**src/rtl/kestrel_bus_pkg.sv**
```systemverilog
// Shared definitions for the Kestrel 16-bit Wishbone bus fabric.
// Holds the decoder FSM state encoding, the fill pattern returned for
// faulting accesses, and the default device IDs of the standard
// peripheral set.
package kestrel_bus_pkg;

    typedef enum logic [1:0] {
        ST_IDLE = 2'd0,
        ST_BUSY = 2'd1,
        ST_RESP = 2'd2
    } bus_state_e;

    // Low byte of the fill word; decodes as an illegal instruction so a
    // fetch from a faulting address traps instead of executing garbage.
    localparam logic [7:0] FILL_LO = 8'hEE;

    localparam logic [3:0] RAM_ID  = 4'h0;
    localparam logic [3:0] GPIA_ID = 4'h1;
    localparam logic [3:0] KIA_ID  = 4'h2;
    localparam logic [3:0] ROM_ID  = 4'hF;

endpackage

```
**src/rtl/wb_ack_watchdog.sv**
```systemverilog
// Acknowledge watchdog: counts cycles a bus transfer has been waiting
// and flags expiry on the TMO-th waiting cycle.
// Ports:
//   clk_i     system clock
//   reset_i   asynchronous active-low reset
//   start_i   a transfer is waiting for ack this cycle (count it)
//   clr_i     return the counter to zero (idle, ack or abort)
//   expire_o  this waiting cycle is the last one allowed
module wb_ack_watchdog #(
    parameter int TMO = 255
) (
    input  logic clk_i,
    input  logic reset_i,
    input  logic start_i,
    input  logic clr_i,
    output logic expire_o
);

    localparam logic [15:0] LAST = 16'(TMO - 1);

    logic [15:0] cnt_q, cnt_d;

    assign expire_o = start_i && (cnt_q == LAST);

    always_comb begin
        cnt_d = cnt_q;
        // Expiry rearms the counter so the next transfer starts from zero.
        if (clr_i || expire_o) begin
            cnt_d = '0;
        end else if (start_i) begin
            cnt_d = cnt_q + 16'd1;
        end
    end

    always_ff @(posedge clk_i or negedge reset_i) begin
        if (!reset_i) begin
            cnt_q <= '0;
        end else begin
            cnt_q <= cnt_d;
        end
    end

endmodule

```
**src/rtl/wb_addr_decoder.sv**
```systemverilog
// Wishbone address decoder and response multiplexer.
// Decodes m_adr_i[FLSB +: FBITS] against per-slave IDs, routes cyc/stb
// to the selected slave and muxes its ack/data back. Unclaimed addresses
// and ack timeouts get a one-cycle error response with a fill word, and
// the first such fault is held in a sticky capture register.
// Ports:
//   clk_i, reset_i          clock, asynchronous active-low reset
//   m_adr_i/m_cyc_i/m_stb_i master request
//   m_dat_o/m_ack_o/m_err_o master response
//   s_cyc_o/s_stb_o         per-slave cycle/strobe
//   s_ack_i/s_dat_i         per-slave acknowledge and read data
//   err_valid_o/err_tmo_o/err_adr_o  sticky fault capture
//   err_clr_i               one-cycle clear of the fault capture
module wb_addr_decoder
    import kestrel_bus_pkg::*;
#(
    parameter int                         NSLAVES = 4,
    parameter int                         FBITS   = 4,
    parameter int                         FLSB    = 56,
    parameter logic [NSLAVES*FBITS-1:0]   IDS     = {ROM_ID, KIA_ID, GPIA_ID, RAM_ID},
    parameter int                         TMO     = 255,
    parameter int                         DW      = 16
) (
    input  logic                    clk_i,
    input  logic                    reset_i,
    input  logic [63:1]             m_adr_i,
    input  logic                    m_cyc_i,
    input  logic                    m_stb_i,
    output logic [DW-1:0]           m_dat_o,
    output logic                    m_ack_o,
    output logic                    m_err_o,
    output logic [NSLAVES-1:0]      s_cyc_o,
    output logic [NSLAVES-1:0]      s_stb_o,
    input  logic [NSLAVES-1:0]      s_ack_i,
    input  logic [NSLAVES*DW-1:0]   s_dat_i,
    output logic                    err_valid_o,
    output logic                    err_tmo_o,
    output logic [63:1]             err_adr_o,
    input  logic                    err_clr_i
);

    localparam int SW = (NSLAVES > 1) ? $clog2(NSLAVES) : 1;

    bus_state_e    state_q, state_d;
    logic [SW-1:0] sel_q, sel_d;
    logic [63:1]   fill_q, fill_d;
    logic          tmo_q, tmo_d;
    logic          err_valid_q, err_valid_d;
    logic          err_tmo_q, err_tmo_d;
    logic [63:1]   err_adr_q, err_adr_d;

    logic [FBITS-1:0] field;
    logic             hit;
    logic [SW-1:0]    hit_idx;
    logic             req;
    logic             wd_start, wd_clr, wd_expire;

    assign field = m_adr_i[FLSB +: FBITS];
    assign req   = m_cyc_i && m_stb_i;

    // Scan from the top so the lowest matching index is the one kept.
    always_comb begin
        hit     = 1'b0;
        hit_idx = '0;
        for (int k = NSLAVES - 1; k >= 0; k--) begin
            if (field == IDS[k*FBITS +: FBITS]) begin
                hit     = 1'b1;
                hit_idx = SW'(k);
            end
        end
    end

    wb_ack_watchdog #(
        .TMO (TMO)
    ) u_watchdog (
        .clk_i    (clk_i),
        .reset_i  (reset_i),
        .start_i  (wd_start),
        .clr_i    (wd_clr),
        .expire_o (wd_expire)
    );

    always_comb begin
        state_d  = state_q;
        sel_d    = sel_q;
        fill_d   = fill_q;
        tmo_d    = tmo_q;
        wd_start = 1'b0;
        wd_clr   = 1'b1;
        s_cyc_o  = '0;
        s_stb_o  = '0;
        m_ack_o  = 1'b0;
        m_err_o  = 1'b0;
        m_dat_o  = '0;

        case (state_q)
            ST_IDLE: begin
                if (req) begin
                    // Address is kept for both fault kinds (unclaimed and timeout).
                    fill_d = m_adr_i;
                    if (hit) begin
                        sel_d   = hit_idx;
                        state_d = ST_BUSY;
                    end else begin
                        tmo_d   = 1'b0;
                        state_d = ST_RESP;
                    end
                end
            end
            ST_BUSY: begin
                s_cyc_o[sel_q] = m_cyc_i;
                s_stb_o[sel_q] = m_stb_i;
                m_ack_o        = s_ack_i[sel_q];
                m_dat_o        = s_dat_i[int'(sel_q)*DW +: DW];
                if (s_ack_i[sel_q]) begin
                    state_d = ST_IDLE;
                end else if (!req) begin
                    state_d = ST_IDLE;
                end else begin
                    wd_clr   = 1'b0;
                    wd_start = 1'b1;
                    if (wd_expire) begin
                        tmo_d   = 1'b1;
                        state_d = ST_RESP;
                    end
                end
            end
            ST_RESP: begin
                m_ack_o = 1'b1;
                m_err_o = 1'b1;
                m_dat_o = DW'({fill_q[63:56], FILL_LO});
                state_d = ST_IDLE;
            end
            default: state_d = ST_IDLE;
        endcase
    end

    // A capture in the same cycle as a clear overrides the clear.
    always_comb begin
        err_valid_d = err_valid_q;
        err_tmo_d   = err_tmo_q;
        err_adr_d   = err_adr_q;
        if (err_clr_i) begin
            err_valid_d = 1'b0;
        end
        if ((state_d == ST_RESP) && (!err_valid_q || err_clr_i)) begin
            err_valid_d = 1'b1;
            err_tmo_d   = tmo_d;
            err_adr_d   = fill_d;
        end
    end

    always_ff @(posedge clk_i or negedge reset_i) begin
        if (!reset_i) begin
            state_q     <= ST_IDLE;
            sel_q       <= '0;
            fill_q      <= '0;
            tmo_q       <= 1'b0;
            err_valid_q <= 1'b0;
            err_tmo_q   <= 1'b0;
            err_adr_q   <= '0;
        end else begin
            state_q     <= state_d;
            sel_q       <= sel_d;
            fill_q      <= fill_d;
            tmo_q       <= tmo_d;
            err_valid_q <= err_valid_d;
            err_tmo_q   <= err_tmo_d;
            err_adr_q   <= err_adr_d;
        end
    end

    assign err_valid_o = err_valid_q;
    assign err_tmo_o   = err_tmo_q;
    assign err_adr_o   = err_adr_q;

endmodule

```
**config.mk**
```make
export PLATFORM = sky130hd
export DESIGN_NAME = wb_addr_decoder
export DESIGN_NICKNAME = d
export VERILOG_FILES = /design/src/rtl/kestrel_bus_pkg.sv /design/src/rtl/wb_ack_watchdog.sv /design/src/rtl/wb_addr_decoder.sv
export SDC_FILE = /design/constraint.sdc
export NUM_CORES = 1
export LEC_CHECK = 0
export BUFFER_PORTS_ARGS = -buffer_cell sky130_fd_sc_hd__buf_2
export CORE_MARGIN = 2
export CORE_UTILIZATION = 51
export DETAILED_ROUTE_END_ITERATION = 12
export GPL_ROUTABILITY_DRIVEN = 0
export PLACE_DENSITY = 0.82
export SETUP_SLACK_MARGIN = 0.1
export SLEW_MARGIN = 20
export SYNTH_ARGS = -nofsm -noshare
export SYNTH_HDL_FRONTEND = slang
export SYNTH_SLANG_ARGS = --single-unit
```
**constraint.sdc**
```tcl
create_clock -name clk_i -period 2.95 [get_ports clk_i]
set_clock_uncertainty 0.15 [all_clocks]
set_input_delay 0.59 -clock clk_i [delete_from_list [all_inputs] [get_ports clk_i]]
set_output_delay 0.59 -clock clk_i [all_outputs]
set_load 0.01 [all_outputs]
```
# Word-level counts from Yosys, hierarchy flattened
# Index checks and enable logic that the tools add are counted.
[word_totals]
register_bits = 149
wordCells = 74
[classes]
addsub = 1
magnitude_cmp = 2
eq_ne = 7
shift = 1
mux = 41
n_bitwise = 2
reduce_logical = 12
[op_table]
columns = ["cell", "n"]
rows = [
  ["two-way mux 63 bit", 2],
  ["indexed part select 64 x 7 -> 16 bit", 1],
  ["two-way mux 16 bit", 2],
  ["one-hot mux 16 bit (2 select lines)", 1],
  ["two-way mux 1 bit", 20],
  ["two-way mux 2 bit", 9],
  ["adder 16 x 1 -> 16 bit (second input constant)", 1],
  ["equality test 16 x 8 -> 1 bit (second input constant)", 1],
  ["bitwise AND 4 bit", 2],
  ["two-way mux 4 bit", 2],
  ["equality test 2 bit (second input constant)", 2],
  ["equality test 4 x 1 -> 1 bit (second input constant)", 1],
  ["equality test 4 x 2 -> 1 bit (second input constant)", 1],
  ["equality test 4 bit (second input constant)", 1],
  ["logical AND 1 bit", 4],
  ["zero test 4 bit", 1],
  ["one-hot mux 1 bit (2 select lines)", 2],
  ["one-hot mux 2 bit (2 select lines)", 1],
  ["nonzero test 2 bit", 2],
  ["less-than comparator 2 x 3 -> 1 bit (second input constant)", 1],
  ["AND reduction 3 bit", 1],
  ["binary-select mux 1 bit (select 2 bit)", 1],
  ["demux 1 bit (select 2 bit)", 1],
  ["equality test 2 x 1 -> 1 bit (second input constant)", 1],
  ["other kinds (4)", 5],
]

# Depth between registers and ports, before layout
# Gate-level depths: netlist of run 1.
[logic_depth]
depth_word = 12
ltp_mapped = 8

# Hierarchy
# Synthesis of run 1 repeated with hierarchy kept, for this count alone.
[hier_totals]
cells_unflattened = 605
hier_area_um2 = 6945.4
[modules_own_cells]
columns = ["mod", "instances", "cells_each", "area_per_inst_um2", "seq_area_each_um2"]
rows = [
  ["wb_addr_decoder", 1, 514, 6025.8, 3328.2],
  ["wb_ack_watchdog", 1, 91, 919.6, 400.4],
]

# Worst setup path after synthesis of run 1
# OpenSTA, ideal clock, no wires.
[synth_timing]
kind = "register -> output"
start = "register sel_q[0]"
end = "output m_dat_o[10]"
t_arrival_ns = 1.837
t_required_ns = 2.210
setup_slack_ns = 0.373
stages_incl_launch_ff = 5
cell_sequence = "dfrtp_1 > buf_6 > buf_1 > mux4_2 > a32o_1"
[synth_between]
elab_chain_cells = 2
[synth_lines]
columns = ["element", "line_no", "rtl"]
rows = [
  ["start: declaration", "wb_addr_decoder.sv:45", "logic [SW-1:0] sel_q, sel_d;"],
  ["start signal: assignment", "wb_addr_decoder.sv:164", "sel_q <= sel_d;"],
  ["indexed part select 64 x 7 -> 16 bit", "wb_addr_decoder.sv:114", "m_dat_o = s_dat_i[int'(sel_q)*DW +: DW];"],
  ["one-hot mux 16 bit (2 select lines)", "wb_addr_decoder.sv:96", "case (state_q)"],
  ["end: declaration", "wb_addr_decoder.sv:29", "output logic [DW-1:0] m_dat_o,"],
]
# Every way passes these cells.

# Worst setup path after layout of run 1
[layout_timing]
start = "register state_q[1]"
end = "output m_dat_o[12]"
[layout_between]
elab_chain_cells = 2
elab_cells_between_ends = 3
[layout_lines]
columns = ["element", "line_no", "rtl"]
rows = [
  ["start: declaration", "wb_addr_decoder.sv:44", "bus_state_e state_q, state_d;"],
  ["start signal: assignment", "wb_addr_decoder.sv:163", "state_q <= state_d;"],
  ["equality test 2 bit / equality test 2 x 1 -> 1 bit (equally long branches)", "wb_addr_decoder.sv:96", ""],
  ["one-hot mux 16 bit (2 select lines) *", "wb_addr_decoder.sv:96", ""],
]
# Every way passes the cells marked *; elsewhere a longest branch is shown, timed or not.

==> results of run 1 <==
## sequential cells by signal, indices dropped and copies added, names as in the netlist
register / count
sel_q: 2
state_q: 2
err_adr_o: 63
err_valid_o: 1
err_tmo_o: 1
tmo_q: 1
fill_q: 63
u_watchdog.cnt_q: 16
## synthesized netlist by cell type (2+ instances only)
cell type,number,area (sq um)
nand2b_1,2,12.5
xnor2_1,2,17.5
xor2_1,12,105
dfrtp_1,149,3730
nand4_1,5,31.3
and4_1,3,26.3
nor2_1,26,97.6
o211ai_1,2,15.0
buf_1,4,15.0
a32o_1,8,80.1
a31oi_1,2,12.5
and2_1,3,18.8
ha_1,5,62.6
mux2_4,60,901
mux4_2,15,338
nand3_1,20,100
and3_1,4,25.0
nand2_1,205,769
inv_1,5,18.8
nor4_1,3,18.8
clkbuf_1,23,86.3
mux2_2,4,45.0
nor3_1,3,15.0
o21ai_0,11,55.1
mux4_1,2,52.6
buf_6,7,78.8
## layer usage
| metal | share of wire, % | GRT usage (%) | up-vias |
|---|---|---|---|
| met5 | 0 | 0 | - |
| met4 | 3.0 | 9.41 | 0 |
| met3 | 4.7 | 4.52 | 30 |
| met2 | 50 | 39.6 | 202 |
| met1 | 42 | 29.7 | 2492 |
| li1 | - | - | 2443 |
## metrics by stage
stage | util [%] | cell area, sq um | hold WS (ps) | cells
after floorplan | - | 6810 | 144 | 593
after global placement | 61.9 | 8130 | 302 | 974
after detailed placement | 61.9 | 8130 | 310 | 974
after CTS | 66.2 | 8690 | 47.1 | 1006
after global routing | 66.3 | 8710 | 69.0 | 1007
final | 66.3 | 8710 | 38.3 | 1007
## layout make-up
type                    instances  area, sq um  area share, %
diodes                          1         2.50         0.0287
flip-flops and latches        149         3730           42.9
repair buffers                239         1280           14.7
well taps                     176          220           2.53
clock inverters                13          133           1.52
inverters                       5         18.8          0.216
clock buffers                  19          433           4.97
multi-input cells             405         2890           33.2
## worst max path at each step
stage / end / depth (start not counted) / startpoint / slack, ps
after floorplan: m_dat_o[10] / 4 / sel_q[0] / 370
after global placement: err_adr_o[37] / 7 / s_ack_i[0] / 340
after detailed placement: err_adr_o[36] / 7 / s_ack_i[0] / 310
after CTS: m_dat_o[11] / 4 / sel_q[0] / 110
after global routing: m_dat_o[12] / 5 / state_q[0] / 120
final: m_dat_o[12] / 5 / state_q[1] / 190
## power by group through the flow
stage / Clock [uW] / Sequential [uW] / Combinational (uW)
after floorplan: 0 / 3450 / 2100
after global placement: 0 / 3320 / 3190
after detailed placement: 0 / 3340 / 3320
after CTS: 2100 / 3330 / 3310
after global routing: 2210 / 3410 / 3590
final: 2070 / 3330 / 3290
## kinds of logic after synthesis
| family | Yosys count |
|---|---|
| multiplexers | 81 |
| AO/OA/AOI/OAI | 28 |
| XOR/XNOR | 14 |
| AND/OR/NAND/NOR | 277 |
| buffers and inverters | 39 |
| flip-flops | 149 |
| adder cells (fa/ha/maj) | 5 |
==> flow_summary.json, run 1 <==
{
  "run_status": "completed",
  "leak_pwr_uw": 0.00475,
  "rsz0062_at_grt": "false",
  "layout_worst_path_cycle_share_pct": 93.5,
  "complex_gate_fraction_of_the_synthesized_area_pct": 3.25,
  "swShare_pct": 33.0,
  "post_route_cells_drive_above_1_share_pct": 42.9,
  "io-pin-count": 227,
  "clockRootBuffer": "clkbuf_16",
  "dieHeight_microns": 120,
  "mostFrequentLayoutCell": "buf_2",
  "gr-total-overflow": 0,
  "synth-warning-count": 0,
  "criticalPathCategory": "reg2out",
  "synthesis.instances": 593,
  "syn_area_sq_um": 6810,
  "worstReg2RegEnd": "err_adr_o[41]",
  "worst_path_max_delay_cell": "dfrtp_1",
  "timing.final.ws_setup_ps": 192,
  "reg2reg_depth": 8,
  "fmaxAchievable_ghz": 0.363,
  "detailed_placement_wirelength_estimate_microns": 11700,
  "power.switching_uw": 2860,
  "route.vias.total": 5167,
  "fin_setup_tns_ps": 0,
  "grt_pass1_vias": 5329,
  "tightestPinTransition_ps": 692,
  "chipWidth_microns": 120,
  "cts_repair_resize_count": 0,
  "n_fill_cell": 1053,
  "edff_count_synth": 0,
  "maxcap_viol_count": 0,
  "worst_hold_path_type": "in2async",
  "inserted_clock_buffers": 17,
  "cts_sinks": 149,
  "grt_first_pass_wirelength_microns": 26200,
  "pin_count_of_the_biggest_net_entering_global_routing": 69,
  "start_util_pct": 51.8,
  "layout.cells.most_common_list": "buf_2, nand2_1, dfrtp_1, mux2_4, nor2_1",
  "timing.critical_path.to_type": "output pin",
  "vias_per_cell": 5.13,
  "remaining_drc_errors": 0,
  "finalSetupViolations": 0,
  "cellPowerDensity_nw_per_um2": 997,
  "slew_headroom_pct": 53.9,
  "share_seq_of_total_power_pct": 38.3,
  "worst_skew_pair.late_latency_ps": 400,
  "tritoncts_clock_tree": "built",
  "startpoint_type": "register",
  "initial_antenna_violation_count": 3,
  "postSynthAreaPerCell_sq_um": 11.5,
  "synth_top_flop_cell": "dfrtp_1",
  "postRouteWirelength_microns": 16300,
  "post_cts_hold_buffer_count": 0,
  "synth_top_family_by_area": "multiplexers",
  "rrSetupSlack_ps": 480,
  "worstPathCellList": "inv_1 > ha_1 > and2_2 > a32o_1 > buf_2",
  "antenna_violating_nets_post_route": 0,
  "synth_seq_cells": 149,
  "worst-path-max-fanout": 8,
  "numPortBuffers": 226,
  "postCtsSetupBuffers": 0,
  "power_uw": 8680,
  "avgRoutedWirePerCell_microns": 16.2,
  "crit_buf_inv": 2,
  "share_of_synthesized_cell_area_in_and_or_nand_and_nor_gates_pct": 16.7,
  "critPathArrivalTime_ps": 2020,
  "power.combinational.fraction_pct": 37.8,
  "place_ws_ps": 312,
  "crit_required_ps": 2210,
  "p_int_uw": 5820,
  "final_nets": 958,
  "area_enclosed_by_the_die_boundary_sq_um": 14300,
  "max-vdd-ir-drop_mv": 0.537,
  "floorplan.rows": 42,
  "p_clk_share_pct": 23.8,
  "distinct_cell_type_count_of_the_synthesized_netlist": 34,
  "min_period_ps": 2760,
  "max_stage_delay_ps": 440,
  "critical_path.top_delay_family": "flip-flops",
  "detailedRoute.firstPassIterationCount": 5,
  "clock_tree.buffer_depth": 2,
  "synth_fp_nets": 734,
  "worst_setup_hold_path_clk_slew_ps": 60,
  "yosys.area_share.xor_xnor_pct": 1.80,
  "core_region_area_sq_um": 13100,
  "globalRouteTotalUtil_pct": 23.4,
  "report.final.slew_viol_count": 0,
  "detail_route.iter0.violations": 316,
  "ys_seq_area_share_pct": 54.7,
  "timing.final.hold_violations": 0,
  "reg2reg_from": "state_q[1]",
  "post_synth_mux_area_share_pct": 19.6,
  "cts_max_level": 4,
  "synth_async_sr_flop_share_pct": 100,
  "area.growth.synth_to_final_pct": 27.8,
  "synthAdderAreaFrac_pct": 0.919
}
No activity file was read; power rests on OpenSTA's default activity.
==> run 2, diff against run 1 <==
--- a/config.mk
+++ b/config.mk
@@ -8,8 +8,9 @@
 export BUFFER_PORTS_ARGS = -buffer_cell sky130_fd_sc_hd__buf_2
 export CORE_MARGIN = 2
 export CORE_UTILIZATION = 51
+export CTS_CLUSTER_SIZE = 8
 export DETAILED_ROUTE_END_ITERATION = 12
-export GPL_ROUTABILITY_DRIVEN = 0
+export GPL_ROUTABILITY_DRIVEN = 1
 export PLACE_DENSITY = 0.82
 export SETUP_SLACK_MARGIN = 0.1
 export SLEW_MARGIN = 20
==> constraint.sdc (replaced) <==
create_clock -name clk_i -period 3.03 [get_ports clk_i]
set_clock_uncertainty 0.15 [all_clocks]
set_input_delay 0.606 -clock clk_i [delete_from_list [all_inputs] [get_ports clk_i]]
set_output_delay 0.606 -clock clk_i [all_outputs]
set_load 0.01 [all_outputs]
==> flow_summary.json, run 2 (synthesis gave the netlist of run 1 again) <==
{
  "power.switching_uw": 2800,
  "cts_sinks": 149,
  "area.growth.synth_to_final_pct": 28.1,
  "remaining_drc_errors": 0,
  "grt_first_pass_wirelength_microns": 26000,
  "post_route_cells_drive_above_1_share_pct": 42.3,
  "crit_required_ps": 2270,
  "area_enclosed_by_the_die_boundary_sq_um": 14300,
  "power.combinational.fraction_pct": 37.3,
  "run_status": "completed",
  "final_core_util_pct": 66.4,
  "fin_setup_tns_ps": 0,
  "io-pin-count": 227,
  "postRouteWirelength_microns": 16200,
  "p_int_uw": 5780,
  "routabilityCongestion": 0.830,
  "worst_setup_hold_path_clk_slew_ps": 60,
  "rsz0062_at_grt": "false",
  "share_seq_of_total_power_pct": 37.9,
  "maxcap_viol_count": 0,
  "layout_worst_path_cycle_share_pct": 92.8,
  "pin_count_of_the_biggest_net_entering_global_routing": 64,
  "min_period_ps": 2810,
  "timing.final.hold_violations": 0,
  "max-vdd-ir-drop_mv": 0.533,
  "post_cts_hold_buffer_count": 0,
  "cellPowerDensity_nw_per_um2": 983,
  "worst_skew_pair.late_latency_ps": 410,
  "leak_pwr_uw": 0.00476,
  "fmaxAchievable_ghz": 0.356,
  "floorplan.rows": 42,
  "dieHeight_microns": 120,
  "numPortBuffers": 226,
  "start_util_pct": 51.8,
  "grt_pass1_vias": 5282,
  "route.vias.total": 5219,
  "globalRouteTotalUtil_pct": 23.3,
  "final_nets": 957,
  "swShare_pct": 32.6,
  "criticalPathCategory": "reg2out",
  "initial_antenna_violation_count": 3,
  "layout.cells.most_common_list": "buf_2, nand2_1, dfrtp_1, mux2_4, nor2_1",
  "clockRootBuffer": "clkbuf_16",
  "vias_per_cell": 5.19,
  "chipWidth_microns": 120,
  "tightestPinTransition_ps": 709,
  "cts_max_level": 4,
  "startpoint_type": "register",
  "avgRoutedWirePerCell_microns": 16.1,
  "crit_start": "state_q[1]",
  "reg2reg_from": "state_q[1]",
  "report.final.slew_viol_count": 0,
  "critPathArrivalTime_ps": 2060,
  "inserted_clock_buffers": 17,
  "gr-total-overflow": 0,
  "detailedRoute.firstPassIterationCount": 4,
  "finalSetupViolations": 0,
  "timing.critical_path.to_type": "output pin",
  "worst-path-max-fanout": 11,
  "tritoncts_clock_tree": "built",
  "core_region_area_sq_um": 13100,
  "mostFrequentLayoutCell": "buf_2",
  "detail_route.iter0.violations": 416,
  "p_clk_share_pct": 24.8,
  "clock_tree.buffer_depth": 2,
  "worst_hold_path_type": "in2async",
  "slew_headroom_pct": 52.8,
  "detailed_placement_wirelength_estimate_microns": 11600,
  "antenna_violating_nets_post_route": 0
}
==> run 2: cell types whose count changed in the layout (fill, tap and decap cells not counted), sizes merged <==
cell / before / now
bufinv: 2 / 3
clkbuf: 19 / 21
buf: 239 / 238
inv: 6 / 7
clkinvlp: 1 / 2
clkinv: 9 / 4
==> run 2: worst max-delay path: stages (launching register included) <==
cell and delay, ps:
dfrtp_1 440, inv_1 100, ha_1 430, buf_4 230
nand2_1 180, nand2_1 140, buf_2 140
==> run 2: what timing repair did <==
action                                  4_1_cts  5_1_grt
pin swaps                                     0        0
hold endpoints to repair                      0        0
resized for setup                             1        2
endpoints found under the setup margin        2        2
buffers inserted                              0        0
==> run 2: worst paths after layout <==
kind	to	slack, ps	cells past startpoint
min	err_adr_o[12]	30	1
max reg2reg	err_adr_o[35]	510	8
min in group clk_i	fill_q[62]	260	3
min reg2reg	fill_q[7]	320	2
max in group asynchronous	fill_q[47]	1870	2
max	m_dat_o[6]	220	6
==> run 2: power groups by stage <==
stage | sequential [uW] | combinational, uW | clock [uW]
after floorplan | 3350 | 2050 | 0
after global placement | 3230 | 3100 | 0
after detailed placement | 3250 | 3220 | 0
after CTS | 3250 | 3240 | 2160
after global routing | 3330 | 3500 | 2250
final | 3250 | 3200 | 2130
==> run 2: layer usage <==
| layer | track usage [%] | up-vias | share of wire, % |
|---|---|---|---|
| met5 | 0 | - | 0 |
| met2 | 40.0 | 228 | 50 |
| met4 | 9.04 | 0 | 2.7 |
| met1 | 29.0 | 2520 | 41 |
| met3 | 4.94 | 33 | 5.9 |
| li1 | - | 2438 | - |
==> run 2: stage by stage <==
stage	hold slack, ps	setup slack, ps	power (uW)	std cells	area (sq um)
floorplan	160	437	5400	593	6810
global placement	301	392	6320	973	8110
detailed placement	309	352	6470	973	8110
CTS	24.2	148	8640	1005	8710
global route	62.7	106	9080	1006	8720
finish	26.5	218	8570	1006	8720
==> run 2: layout make-up <==
| class | count | area, sq um |
|---|---|---|
| Clock inverter | 11 | 150 |
| Inverter | 5 | 18.8 |
| Fill cell | 1011 | 4420 |
| Clock buffer | 21 | 450 |
| Multi-Input combinational cell | 405 | 2890 |
| Tap cell | 176 | 220 |
| Antenna cell | 1 | 2.50 |
| Timing Repair Buffer | 238 | 1260 |
| Sequential cell | 149 | 3730 |
